**src/rtl/wb_host_pkg.sv**
```systemverilog
// rtl/wb_host_pkg.sv - shared types and constants for the Wishbone host initiator
package wb_host_pkg;

  typedef enum logic [1:0] {
    IDLE = 2'd0,
    BUS  = 2'd1,
    RESP = 2'd2
  } wb_state_t;

  localparam logic [3:0] RD_BYTE_STB = 4'hF;
  localparam int ERR_CNT_WIDTH = 8;
  localparam logic [ERR_CNT_WIDTH-1:0] ERR_CNT_MAX = '1;

endpackage

```
**src/rtl/wb_initiator_timer.sv**
```systemverilog
// rtl/wb_initiator_timer.sv - ACK-wait counter, flags the last allowed bus cycle
module wb_initiator_timer #(
  parameter int TIMEOUT_WIDTH  = 4,
  parameter int TIMEOUT_CYCLES = 15
) (
  input  logic clk,
  input  logic rst,
  input  logic clear,
  input  logic enable,
  output logic expired
);

  localparam logic [TIMEOUT_WIDTH-1:0] LAST = TIMEOUT_WIDTH'(TIMEOUT_CYCLES - 1);

  logic [TIMEOUT_WIDTH-1:0] count;

  always_ff @(posedge clk or posedge rst) begin
    if (rst) begin
      count <= '0;
    end else if (clear) begin
      count <= '0;
    end else if (enable && !expired) begin
      count <= count + 1'b1;
    end
  end

  assign expired = (count == LAST);

endmodule

```
**src/rtl/wb_host_initiator.sv**
```systemverilog
// rtl/wb_host_initiator.sv - single-outstanding Wishbone initiator fed by a valid/ready command stream
module wb_host_initiator
  import wb_host_pkg::*;
#(
  parameter int ADDRWIDTH      = 17,
  parameter int DATAWIDTH      = 32,
  parameter int TIMEOUT_WIDTH  = 4,
  parameter int TIMEOUT_CYCLES = 15,
  parameter logic [DATAWIDTH-1:0] ERR_READ_VALUE = 32'hBADFABAC
) (
  input  logic                     WBs_CLK_i,
  input  logic                     WBs_RST_i,
  input  logic                     CMD_VALID_i,
  output logic                     CMD_READY_o,
  input  logic                     CMD_WE_i,
  input  logic [ADDRWIDTH-1:0]     CMD_ADR_i,
  input  logic [3:0]               CMD_BYTE_STB_i,
  input  logic [DATAWIDTH-1:0]     CMD_DAT_i,
  output logic                     RSP_VALID_o,
  input  logic                     RSP_READY_i,
  output logic [DATAWIDTH-1:0]     RSP_DAT_o,
  output logic                     RSP_ERR_o,
  output logic [ADDRWIDTH-1:0]     WBs_ADR_o,
  output logic                     WBs_CYC_o,
  output logic                     WBs_STB_o,
  output logic                     WBs_WE_o,
  output logic                     WBs_RD_o,
  output logic [3:0]               WBs_BYTE_STB_o,
  output logic [DATAWIDTH-1:0]     WBs_WR_DAT_o,
  input  logic [DATAWIDTH-1:0]     WBs_RD_DAT_i,
  input  logic                     WBs_ACK_i,
  output logic [ERR_CNT_WIDTH-1:0] ERR_CNT_o
);

  wb_state_t state, state_nxt;

  logic                 cmd_accept;
  logic                 cmd_reject;
  logic                 bus_launch;
  logic                 tmr_expired;
  logic                 rsp_load;
  logic                 rsp_err_nxt;
  logic [DATAWIDTH-1:0] rsp_dat_nxt;
  logic                 unused_adr_lsb;

  // Word-aligned bus: the byte-offset bits of the command address are dropped.
  assign unused_adr_lsb = ^CMD_ADR_i[1:0];

  assign CMD_READY_o = (state == IDLE);
  assign RSP_VALID_o = (state == RESP);
  assign cmd_accept  = CMD_VALID_i && CMD_READY_o;
  assign cmd_reject  = CMD_WE_i && (CMD_BYTE_STB_i == 4'h0);
  assign bus_launch  = cmd_accept && !cmd_reject;

  wb_initiator_timer #(
    .TIMEOUT_WIDTH (TIMEOUT_WIDTH),
    .TIMEOUT_CYCLES(TIMEOUT_CYCLES)
  ) u_timer (
    .clk    (WBs_CLK_i),
    .rst    (WBs_RST_i),
    .clear  (bus_launch),
    .enable ((state == BUS) && !WBs_ACK_i),
    .expired(tmr_expired)
  );

  always_ff @(posedge WBs_CLK_i or posedge WBs_RST_i) begin
    if (WBs_RST_i) begin
      state <= IDLE;
    end else begin
      state <= state_nxt;
    end
  end

  // ACK is checked before the timer so a last-cycle ACK still completes cleanly.
  always_comb begin
    state_nxt   = state;
    rsp_load    = 1'b0;
    rsp_err_nxt = 1'b0;
    rsp_dat_nxt = '0;
    case (state)
      IDLE: begin
        if (cmd_accept) begin
          if (cmd_reject) begin
            state_nxt   = RESP;
            rsp_load    = 1'b1;
            rsp_err_nxt = 1'b1;
            rsp_dat_nxt = ERR_READ_VALUE;
          end else begin
            state_nxt = BUS;
          end
        end
      end
      BUS: begin
        if (WBs_ACK_i) begin
          state_nxt   = RESP;
          rsp_load    = 1'b1;
          rsp_dat_nxt = WBs_WE_o ? '0 : WBs_RD_DAT_i;
        end else if (tmr_expired) begin
          state_nxt   = RESP;
          rsp_load    = 1'b1;
          rsp_err_nxt = 1'b1;
          rsp_dat_nxt = ERR_READ_VALUE;
        end
      end
      RESP: begin
        if (RSP_READY_i) begin
          state_nxt = IDLE;
        end
      end
      default: state_nxt = IDLE;
    endcase
  end

  always_ff @(posedge WBs_CLK_i or posedge WBs_RST_i) begin
    if (WBs_RST_i) begin
      WBs_ADR_o      <= '0;
      WBs_CYC_o      <= 1'b0;
      WBs_STB_o      <= 1'b0;
      WBs_WE_o       <= 1'b0;
      WBs_RD_o       <= 1'b0;
      WBs_BYTE_STB_o <= 4'h0;
      WBs_WR_DAT_o   <= '0;
    end else if (bus_launch) begin
      WBs_ADR_o      <= {CMD_ADR_i[ADDRWIDTH-1:2], 2'b00};
      WBs_CYC_o      <= 1'b1;
      WBs_STB_o      <= 1'b1;
      WBs_WE_o       <= CMD_WE_i;
      WBs_RD_o       <= !CMD_WE_i;
      WBs_BYTE_STB_o <= CMD_WE_i ? CMD_BYTE_STB_i : RD_BYTE_STB;
      WBs_WR_DAT_o   <= CMD_WE_i ? CMD_DAT_i : '0;
    end else if (state_nxt != BUS) begin
      WBs_ADR_o      <= '0;
      WBs_CYC_o      <= 1'b0;
      WBs_STB_o      <= 1'b0;
      WBs_WE_o       <= 1'b0;
      WBs_RD_o       <= 1'b0;
      WBs_BYTE_STB_o <= 4'h0;
      WBs_WR_DAT_o   <= '0;
    end
  end

  always_ff @(posedge WBs_CLK_i or posedge WBs_RST_i) begin
    if (WBs_RST_i) begin
      RSP_DAT_o <= '0;
      RSP_ERR_o <= 1'b0;
      ERR_CNT_o <= '0;
    end else if (rsp_load) begin
      RSP_DAT_o <= rsp_dat_nxt;
      RSP_ERR_o <= rsp_err_nxt;
      if (rsp_err_nxt && (ERR_CNT_o != ERR_CNT_MAX)) begin
        ERR_CNT_o <= ERR_CNT_o + 1'b1;
      end
    end
  end

endmodule
```
**config.mk**
```make
export PLATFORM = sky130hd
export DESIGN_NAME = wb_host_initiator
export DESIGN_NICKNAME = d
export VERILOG_FILES = /design/src/rtl/wb_host_pkg.sv /design/src/rtl/wb_initiator_timer.sv /design/src/rtl/wb_host_initiator.sv
export SDC_FILE = /design/constraint.sdc
export NUM_CORES = 1
export LEC_CHECK = 0
export CORE_MARGIN = 4
export CORE_UTILIZATION = 30
export CTS_CLUSTER_DIAMETER = 40
export CTS_CLUSTER_SIZE = 40
export DETAILED_ROUTE_END_ITERATION = 10
export SLEW_MARGIN = 20
export SYNTH_ARGS = -nofsm -noshare
export SYNTH_HDL_FRONTEND = slang
export SYNTH_SLANG_ARGS = --single-unit
export TNS_END_PERCENT = 1
```
**constraint.sdc**
```tcl
create_clock -name WBs_CLK_i -period 6.6 [get_ports WBs_CLK_i]
set_input_delay 0.66 -clock WBs_CLK_i [delete_from_list [all_inputs] [get_ports WBs_CLK_i]]
set_output_delay 0.66 -clock WBs_CLK_i [all_outputs]
set_load 0.01 [all_outputs]
```
-- Word level (Yosys, flattened, before mapping)
Index checks and enable logic that the tools add are counted.
- register bits after elaboration: 103
- add/sub/neg operators: 2
- equality and inequality tests: 5
- mux-type cells: 33
- reductions and logical operators: 15
- operators by type and width (kind ; count):
    32-bit two-way mux ; 8
    32-bit case mux with 2 select lines ; 1
    17-bit two-way mux ; 2
    4-bit two-way mux ; 5
    2-bit two-way mux ; 5
    1-bit two-way mux ; 9
    8-bit by 1-bit adder with 8-bit output, second input constant ; 1
    8-bit != test, second input constant ; 1
    1-bit logical AND ; 6
    2-bit case mux with 3 select lines ; 1
    4-bit by 1-bit adder with 4-bit output, second input constant ; 1
    4-bit == test, second input constant ; 1
    1-bit zero test ; 4
    4-bit zero test ; 1
    1-bit case mux with 2 select lines ; 2
    2-bit nonzero test ; 2
    2-bit by 1-bit == test with 1-bit output, second input constant ; 1
    2-bit == test, second input constant ; 1
    2-bit zero test ; 1
    2-bit by 1-bit != test with 1-bit output, second input constant ; 1
    2-bit AND reduction ; 1

-- Longest topological paths before layout
Gate-level depths: netlist of the first run.
- word-level depth: 8
- mapped depth: 8

-- Hierarchy
Synthesis of the first run repeated with hierarchy kept, for this count alone.
- cells, all modules: 330
- area, all modules: 4098.9 um^2
- by module, submodules not included (module ; times used ; cells an instance ; area an instance (um^2) ; sequential area each (um^2)):
    wb_host_initiator ; 1 ; 307 ; 3883.7 ; 2427.3
    wb_initiator_timer ; 1 ; 23 ; 215.2 ; 100.1

-- Least setup slack after synthesis of the first run
Ideal clock, no wire load.
- path kind: input-to-reg
- start: input CMD_BYTE_STB_i[0]
- end: register ERR_CNT_o[7]
- setup time: 0.125 ns
- arrival: 2.175 ns
- slack: 4.300 ns
- stages: 4
- buffers on the path: 0
- cell sequence: or4b_4 or3_4 a211o_1 mux2_4
- longest elaborated chain between the ends: 7
- RTL lines (what ; line ; source):
    from (decl) ; wb_host_initiator.sv:17 ; input logic [3:0] CMD_BYTE_STB_i,
    4-bit zero test * ; wb_host_initiator.sv:52 ; assign cmd_reject = CMD_WE_i && (CMD_BYTE_STB_i == 4'h0);
    1-bit logical AND * ; wb_host_initiator.sv:52 ;
    1-bit two-way mux * ; wb_host_initiator.sv:83 ; if (cmd_reject) begin
    1-bit two-way mux * ; wb_host_initiator.sv:82 ; if (cmd_accept) begin
    1-bit case mux with 2 select lines ; wb_host_initiator.sv:80 ; case (state)
    1-bit logical AND ; wb_host_initiator.sv:150 ; if (rsp_err_nxt && (ERR_CNT_o != ERR_CNT_MAX)) begin
    2-bit AND reduction (no source line) * ; - ;
    to (signal assigned) ; wb_host_initiator.sv:151 ; ERR_CNT_o <= ERR_CNT_o + 1'b1;
    to (decl) ; wb_host_initiator.sv:32 ; output logic [ERR_CNT_WIDTH-1:0] ERR_CNT_o
Every way passes the cells marked *; elsewhere a longest branch is shown, timed or not.
A chain may end at the register's enable or synchronous reset.

-- Worst setup path in the final report of the first run
- start: input CMD_VALID_i
- end: register WBs_WR_DAT_o[24]
- longest elaborated chain between the ends: 5
- RTL lines (what ; line ; source):
    from (decl) ; wb_host_initiator.sv:13 ; input logic CMD_VALID_i,
    1-bit logical AND * ; wb_host_initiator.sv:51 ; assign cmd_accept = CMD_VALID_i && CMD_READY_o;
    2-bit two-way mux ; wb_host_initiator.sv:82 ;
    2-bit case mux with 3 select lines ; wb_host_initiator.sv:80 ;
    2-bit by 1-bit != test with 1-bit output ; wb_host_initiator.sv:131 ; end else if (state_nxt != BUS) begin
    2-bit nonzero test (no source line) ; - ;
    to (signal assigned) ; wb_host_initiator.sv:130 ; WBs_WR_DAT_o <= CMD_WE_i ? CMD_DAT_i : '0;
    to (decl) ; wb_host_initiator.sv:29 ; output logic [DATAWIDTH-1:0] WBs_WR_DAT_o,
Marks and branches as above.

==> flow_summary.ini, run 1 <==
[setup_path]
worstPathArrival_ns = 3.48
crit_path_start_kind = primary input
critPathSlowestCell = a21oi_2
worst_setup_path_startpoint = CMD_VALID_i
cell_chain_of_the_critical_path = clkdlybuf4s50_1 > or3b_2 > a21oi_2 > and2_1 > buf_8 > a22o_1
worst-r2r-cell-count = 5
worstPathMaxFanout = 22
worstPathRequired_ns = 6.87
worstSetupPathType = in2reg
endpoint = WBs_WR_DAT_o[24]$_DFFE_PP0P_
critical_path_s_largest_stage_delay_ns = 0.77
critical_path.top_delay_family = simple AND/OR/NAND/NOR gates
cp.depth = 6
regToRegEndpoint = WBs_WR_DAT_o[24]$_DFFE_PP0P_
setup_slack_on_the_worst_flop_to_flop_path_ns = 3.72
reg2reg_from = state[0]$_DFF_PP0_
end_kind = register
crit_buf_inv = 2

[detailed_routing]
firstDrtPassIters = 4
detail_route.iter0.violations = 179
routed_wl_um = 11000
via_count = 3296
wire_per_inst_um = 15.9
drc = 0
vias_per_cell = 4.76
route.antenna.remaining_nets = 0

[floorplanning]
floorplan.die.width_um = 125
core_um2 = 13300
row_count = 42
pin_count = 191
floorplan.die.height_um = 125
floorplan.initialDensity = 0.307
area_of_the_die_um2 = 15600

[grt]
grt_pass1_vias = 3525
global_route_wire_length_before_repair_um = 18100
grt_use_total = 0.143
globalRouteOverflowTotal = 0
grt_start_max_net_pins = 70
antenna_found_initial = 0

[clock_network]
ctsResizeCount = 0
clock_tree.htree_level_count = 3
cts_tree = done
clock_sink_count = 101
cts_root_buffer = clkbuf_16
ctsHoldBuffers = 0
clkLatencyLatePin_ns = 0.34
clk_pin_slew_worst_paths_ns = 0.06
cts-buffers-inserted = 9
clockBufferDepth = 2
postCtsSetupBuffers = 0

[synthesis]
ys_ff_latch = 101
synthesis.instances = 337
sequential_to_total_area_share_from_yosys_stat = 0.618
netlist.top_cell.by_area = dfrtp_1
netlist.area_leader.share = 0.618
synth_area_um2 = 4090
synth_area_leaders = dfrtp_1 62%, a22o_1 12%, nand2b_1 3.5%
netlist-cell-type-count = 41
syn-mean-instance-area_um2 = 12.1
number_of_warnings_reported_in_the_yosys_synthesis_log = 0

[timing]
timing.final.crit_share = 0.486
finalWorstPathRequiredPeriod_ns = 3.20
drv_slew = 0
final_hold_viol_count = 0
fmax_mhz = 312
unrepaired_setup_endpoints_after_global_routing = no
max-slew-margin-rel = 0.330
hold_ws_ns = 0.491
setup_viol = 0
clock-skew-final_ns = 0.00498
worst_slew_pin_slew_ns = 1.01
fin_setup_tns_ns = 0

[finish]
mostFrequentLayoutCell = clkdlybuf4s50_1
final_layout_size_suffix_gt1_frac = 0.0658
area_growth_syn_to_layout_pct = 56.9
antenna_cells = 0
finish.net_count = 607
most-common-layout-cells = 186 x clkdlybuf4s50_1, 101 x dfrtp_1, 58 x a22o_1

[worst_hold_path]
holdPathStages = 2
hold_path.class = reg2reg

[power]
power_per_cell_area_nw_per_um2 = 362
total_leakage_power_nw = 2.72
max-vdd-ir-drop_uv = 128

[placement]
dp.final_hpwl_um = 7900
placer_congestion_estimate = 0.789
port_buffers = 186

[status]
run_status = finished, final reports clean

[job]
max_cap_violations = 0
==> stage by stage <==
stage / util / power [mW] / setup WS [ns] / area [um2] / std cells
finish: 0.482 / 2.32 / 3.40 / 6410 / 693
global route: 0.482 / 2.47 / 3.15 / 6410 / 693
CTS: 0.482 / 2.37 / 3.31 / 6410 / 693
detailed placement: 0.460 / 1.82 / 2.95 / 6110 / 678
global placement: 0.459 / 1.80 / 2.74 / 6100 / 677
floorplan: - / 1.31 / 3.29 / 4090 / 338
==> power breakdown <==
group	internal, mW	total [mW]	switching (mW)
Clock	0.313	0.530	0.217
Sequential	0.798	0.917	0.120
Combinational	0.496	0.875	0.380
==> cell type report <==
| type | instances | area (um2) |
|---|---|---|
| Fill cell | 1241 | 6880 |
| Sequential cell | 101 | 2530 |
| Timing Repair Buffer | 191 | 1910 |
| Multi-Input combinational cell | 206 | 1440 |
| Clock buffer | 12 | 256 |
| Tap cell | 176 | 220 |
| Clock inverter | 3 | 43.8 |
| Inverter | 4 | 17.5 |
==> cell families after synthesis <==
group / share of synthesized area
compound gates: 0.194
flops: 0.618
simple gates: 0.115
buf+inv: 0.0355
xor+xnor: 0.0171
fa+ha+maj: 0.00919
mux: 0.00918
other cells: 0.000918
==> worst min-delay path: stages (launching register included) <==
cell and delay [ns]:
dfrtp_1 0.35, nand2_1 0.05, o21ai_0 0.06
==> sequential cells by signal (all words and copies together), names as in the netlist, 2 cells and up <==
| signal | flops |
|---|---|
| WBs_WR_DAT_o | 32 |
| WBs_ADR_o | 15 |
| state | 2 |
| WBs_BYTE_STB_o | 4 |
| RSP_DAT_o | 32 |
| ERR_CNT_o | 8 |
| u_timer.count | 4 |
==> synth_stat cells <==
cell type and instances:
o32ai_2 1, a211o_1 1, nor3b_1 1, a211oi_1 3
a21o_1 2, or2b_1 1, a31oi_1 22, or3_1 1
xor2_1 2, a21oi_1 3, or4b_4 1, clkbuf_1 13
nand2_1 7, and4_1 1, mux2_4 1, o211ai_1 3
or2_2 2, buf_2 8, nor2_1 31, and2_1 2
nor3_1 5, buf_6 1, mux2_2 2, nand2b_1 23
buf_1 2, and2b_2 1, o21ai_0 6, nor2b_1 4
ha_1 3, a211o_2 1, nand3_1 6, dfrtp_1 101
nand4_1 1, a31o_2 1, buf_4 3, or3_4 1
xnor2_1 6, or3b_2 1, a22o_1 58, inv_1 4
conb_1 1
==> per-layer routing <==
metal  up-vias  wire (um)  GRT usage
li1       1566          -          -
met1      1567       4850      0.185
met2       151       4830      0.211
met3        12       1190     0.0665
met4         0        141     0.0458
met5         -          0          0
==> worst min path at each step <==
stage	from	endpoint	slack, ns
after floorplan	state[0]$_DFF_PP0_	state[1]$_DFF_PP0_	0.46
after global placement	WBs_BYTE_STB_o[0]$_DFFE_PP0P_	WBs_BYTE_STB_o[0]$_DFFE_PP0P_	0.47
after detailed placement	WBs_BYTE_STB_o[1]$_DFFE_PP0P_	WBs_BYTE_STB_o[1]$_DFFE_PP0P_	0.48
after global routing	RSP_DAT_o[21]$_DFFE_PP0P_	RSP_DAT_o[21]$_DFFE_PP0P_	0.52
after CTS	WBs_BYTE_STB_o[1]$_DFFE_PP0P_	WBs_BYTE_STB_o[1]$_DFFE_PP0P_	0.50
final	WBs_BYTE_STB_o[1]$_DFFE_PP0P_	WBs_BYTE_STB_o[1]$_DFFE_PP0P_	0.49
(Power assumes the default switching activity.)
==> run 2, diff against run 1 <==
Clock period 6.6 ns to 3.2 ns, I/O delays scaled along.
==> flow_summary.ini, run 2 (same netlist as run 1, synthesis figures left out) <==
[detailed_routing]
firstDrtPassIters = 4
routed_wl_um = 11100
via_count = 3301
vias_per_cell = 4.75
drc = 0
wire_per_inst_um = 16.0
route.antenna.remaining_nets = 0
detail_route.iter0.violations = 136

[clock_network]
clock_tree.htree_level_count = 3
clk_pin_slew_worst_paths_ns = 0.07
cts-buffers-inserted = 9
ctsResizeCount = 0
cts_tree = done
ctsHoldBuffers = 0
clockBufferDepth = 2
clock_sink_count = 101
clkLatencyLatePin_ns = 0.34
postCtsSetupBuffers = 0
cts_root_buffer = clkbuf_16

[power]
power_per_cell_area_nw_per_um2 = 739
max-vdd-ir-drop_uv = 283
total_leakage_power_nw = 2.71

[setup_path]
end_kind = register
critical_path_s_largest_stage_delay_ns = 0.56
worstPathArrival_ns = 2.76
critical_path.top_delay_family = simple AND/OR/NAND/NOR gates
cell_chain_of_the_critical_path = clkdlybuf4s50_1 > or4b_4 > nor3_1 > nor2_1 > a211o_2
worstPathRequired_ns = 3.43
worstPathMaxFanout = 12
setup_slack_on_the_worst_flop_to_flop_path_ns = 0.74
worstSetupPathType = in2reg
critPathSlowestCell = clkdlybuf4s50_1
crit_path_start_kind = primary input
crit_buf_inv = 1

[grt]
grt_start_max_net_pins = 57
grt_pass1_vias = 3463
globalRouteOverflowTotal = 0
grt_use_total = 0.142
global_route_wire_length_before_repair_um = 18000
antenna_found_initial = 0

[finish]
area_growth_syn_to_layout_pct = 57.0
final_layout_size_suffix_gt1_frac = 0.0674
antenna_cells = 0
most-common-layout-cells = 186 x clkdlybuf4s50_1, 101 x dfrtp_1, 58 x a22o_1
mostFrequentLayoutCell = clkdlybuf4s50_1
layout.filler_cells = 1224
finish.net_count = 608
largest_registers = RSP_DAT_o x32, WBs_WR_DAT_o x32, WBs_ADR_o x15
design_area_um2 = 6420

[floorplanning]
area_of_the_die_um2 = 15600
core_um2 = 13300
floorplan.die.width_um = 125
pin_count = 191
floorplan.initialDensity = 0.307
row_count = 42
floorplan.die.height_um = 125

[timing]
finalWorstSetupSlack_ns = 0.670
finalWorstPathRequiredPeriod_ns = 2.53
final_hold_viol_count = 0
hold_ws_ns = 0.401
clock-skew-final_ns = 0.00521
drv_slew = 0
setup_viol = 0
fin_setup_tns_ns = 0
fmax_mhz = 395
unrepaired_setup_endpoints_after_global_routing = no
timing.final.crit_share = 0.791
max-slew-margin-rel = 0.383
worst_slew_pin_slew_ns = 0.923

[placement]
placer_congestion_estimate = 0.773
place_ws_ns = 0.276
port_buffers = 186
placedInstanceArea_um2 = 6140
dp.final_hpwl_um = 7930

[job]
max_cap_violations = 0

[status]
run_status = finished, final reports clean

[worst_hold_path]
hold_path.class = in2async
## run 2: cell types whose count changed in the layout (fill, tap and decap cells not counted), sizes merged
cell	before	now
buf	5	6
clkinvlp	0	2
bufinv	1	0
## run 2: path summary, 6_finish.rpt
check                           depth (start not counted)                           from                            end
min in group WBs_CLK_i                                  2  WBs_BYTE_STB_o[1]$_DFFE_PP0P_  WBs_BYTE_STB_o[1]$_DFFE_PP0P_
worst min-delay path                                    2                      WBs_RST_i       WBs_ADR_o[4]$_DFFE_PP0P_
worst max-delay path                                    5                       CMD_WE_i          RSP_ERR_o$_DFFE_PP0P_
worst max register to register                          4             state[0]$_DFF_PP0_          RSP_ERR_o$_DFFE_PP0P_
worst min register to register                          2  WBs_BYTE_STB_o[1]$_DFFE_PP0P_  WBs_BYTE_STB_o[1]$_DFFE_PP0P_
max in group asynchronous                               3                      WBs_RST_i      RSP_DAT_o[14]$_DFFE_PP0P_
## run 2: metal layers
layer / wire (um) / track usage
met2: 4810 / 0.211
met5: 0 / 0
met4: 182 / 0.0542
met3: 1160 / 0.0639
met1: 4980 / 0.181
## run 2: worst register-to-register path, cell delays in order (launching register included)
cell	delay (ns)
dfrtp_1	0.41
or3b_2	0.60
nor3_1	0.54
nor2_1	0.40
a211o_2	0.41
## run 2: per-stage QoR
stage          instances  power, mW   util
5_1_grt              695       5.03  0.483
3_3_place_gp         679       3.73  0.462
4_1_cts              695       4.82  0.483
2_1_floorplan        338       2.71      -
3_5_place_dp         679       3.77  0.462
6_report             695       4.74  0.483
## run 2: final cells by class
cell class | count | area [um2] | area share
Timing Repair Buffer | 192 | 1930 | 0.301
Multi-Input combinational cell | 206 | 1440 | 0.224
Clock inverter | 4 | 32.5 | 0.00507
Sequential cell | 101 | 2530 | 0.394
Inverter | 4 | 17.5 | 0.00273
Tap cell | 176 | 220 | 0.0343
Clock buffer | 12 | 246 | 0.0384
## run 2: where the power goes
part           internal (mW)  total, mW  switching [mW]
clock                  0.554       1.03           0.478
combinational           1.04       1.82           0.784
sequential              1.64       1.89           0.249
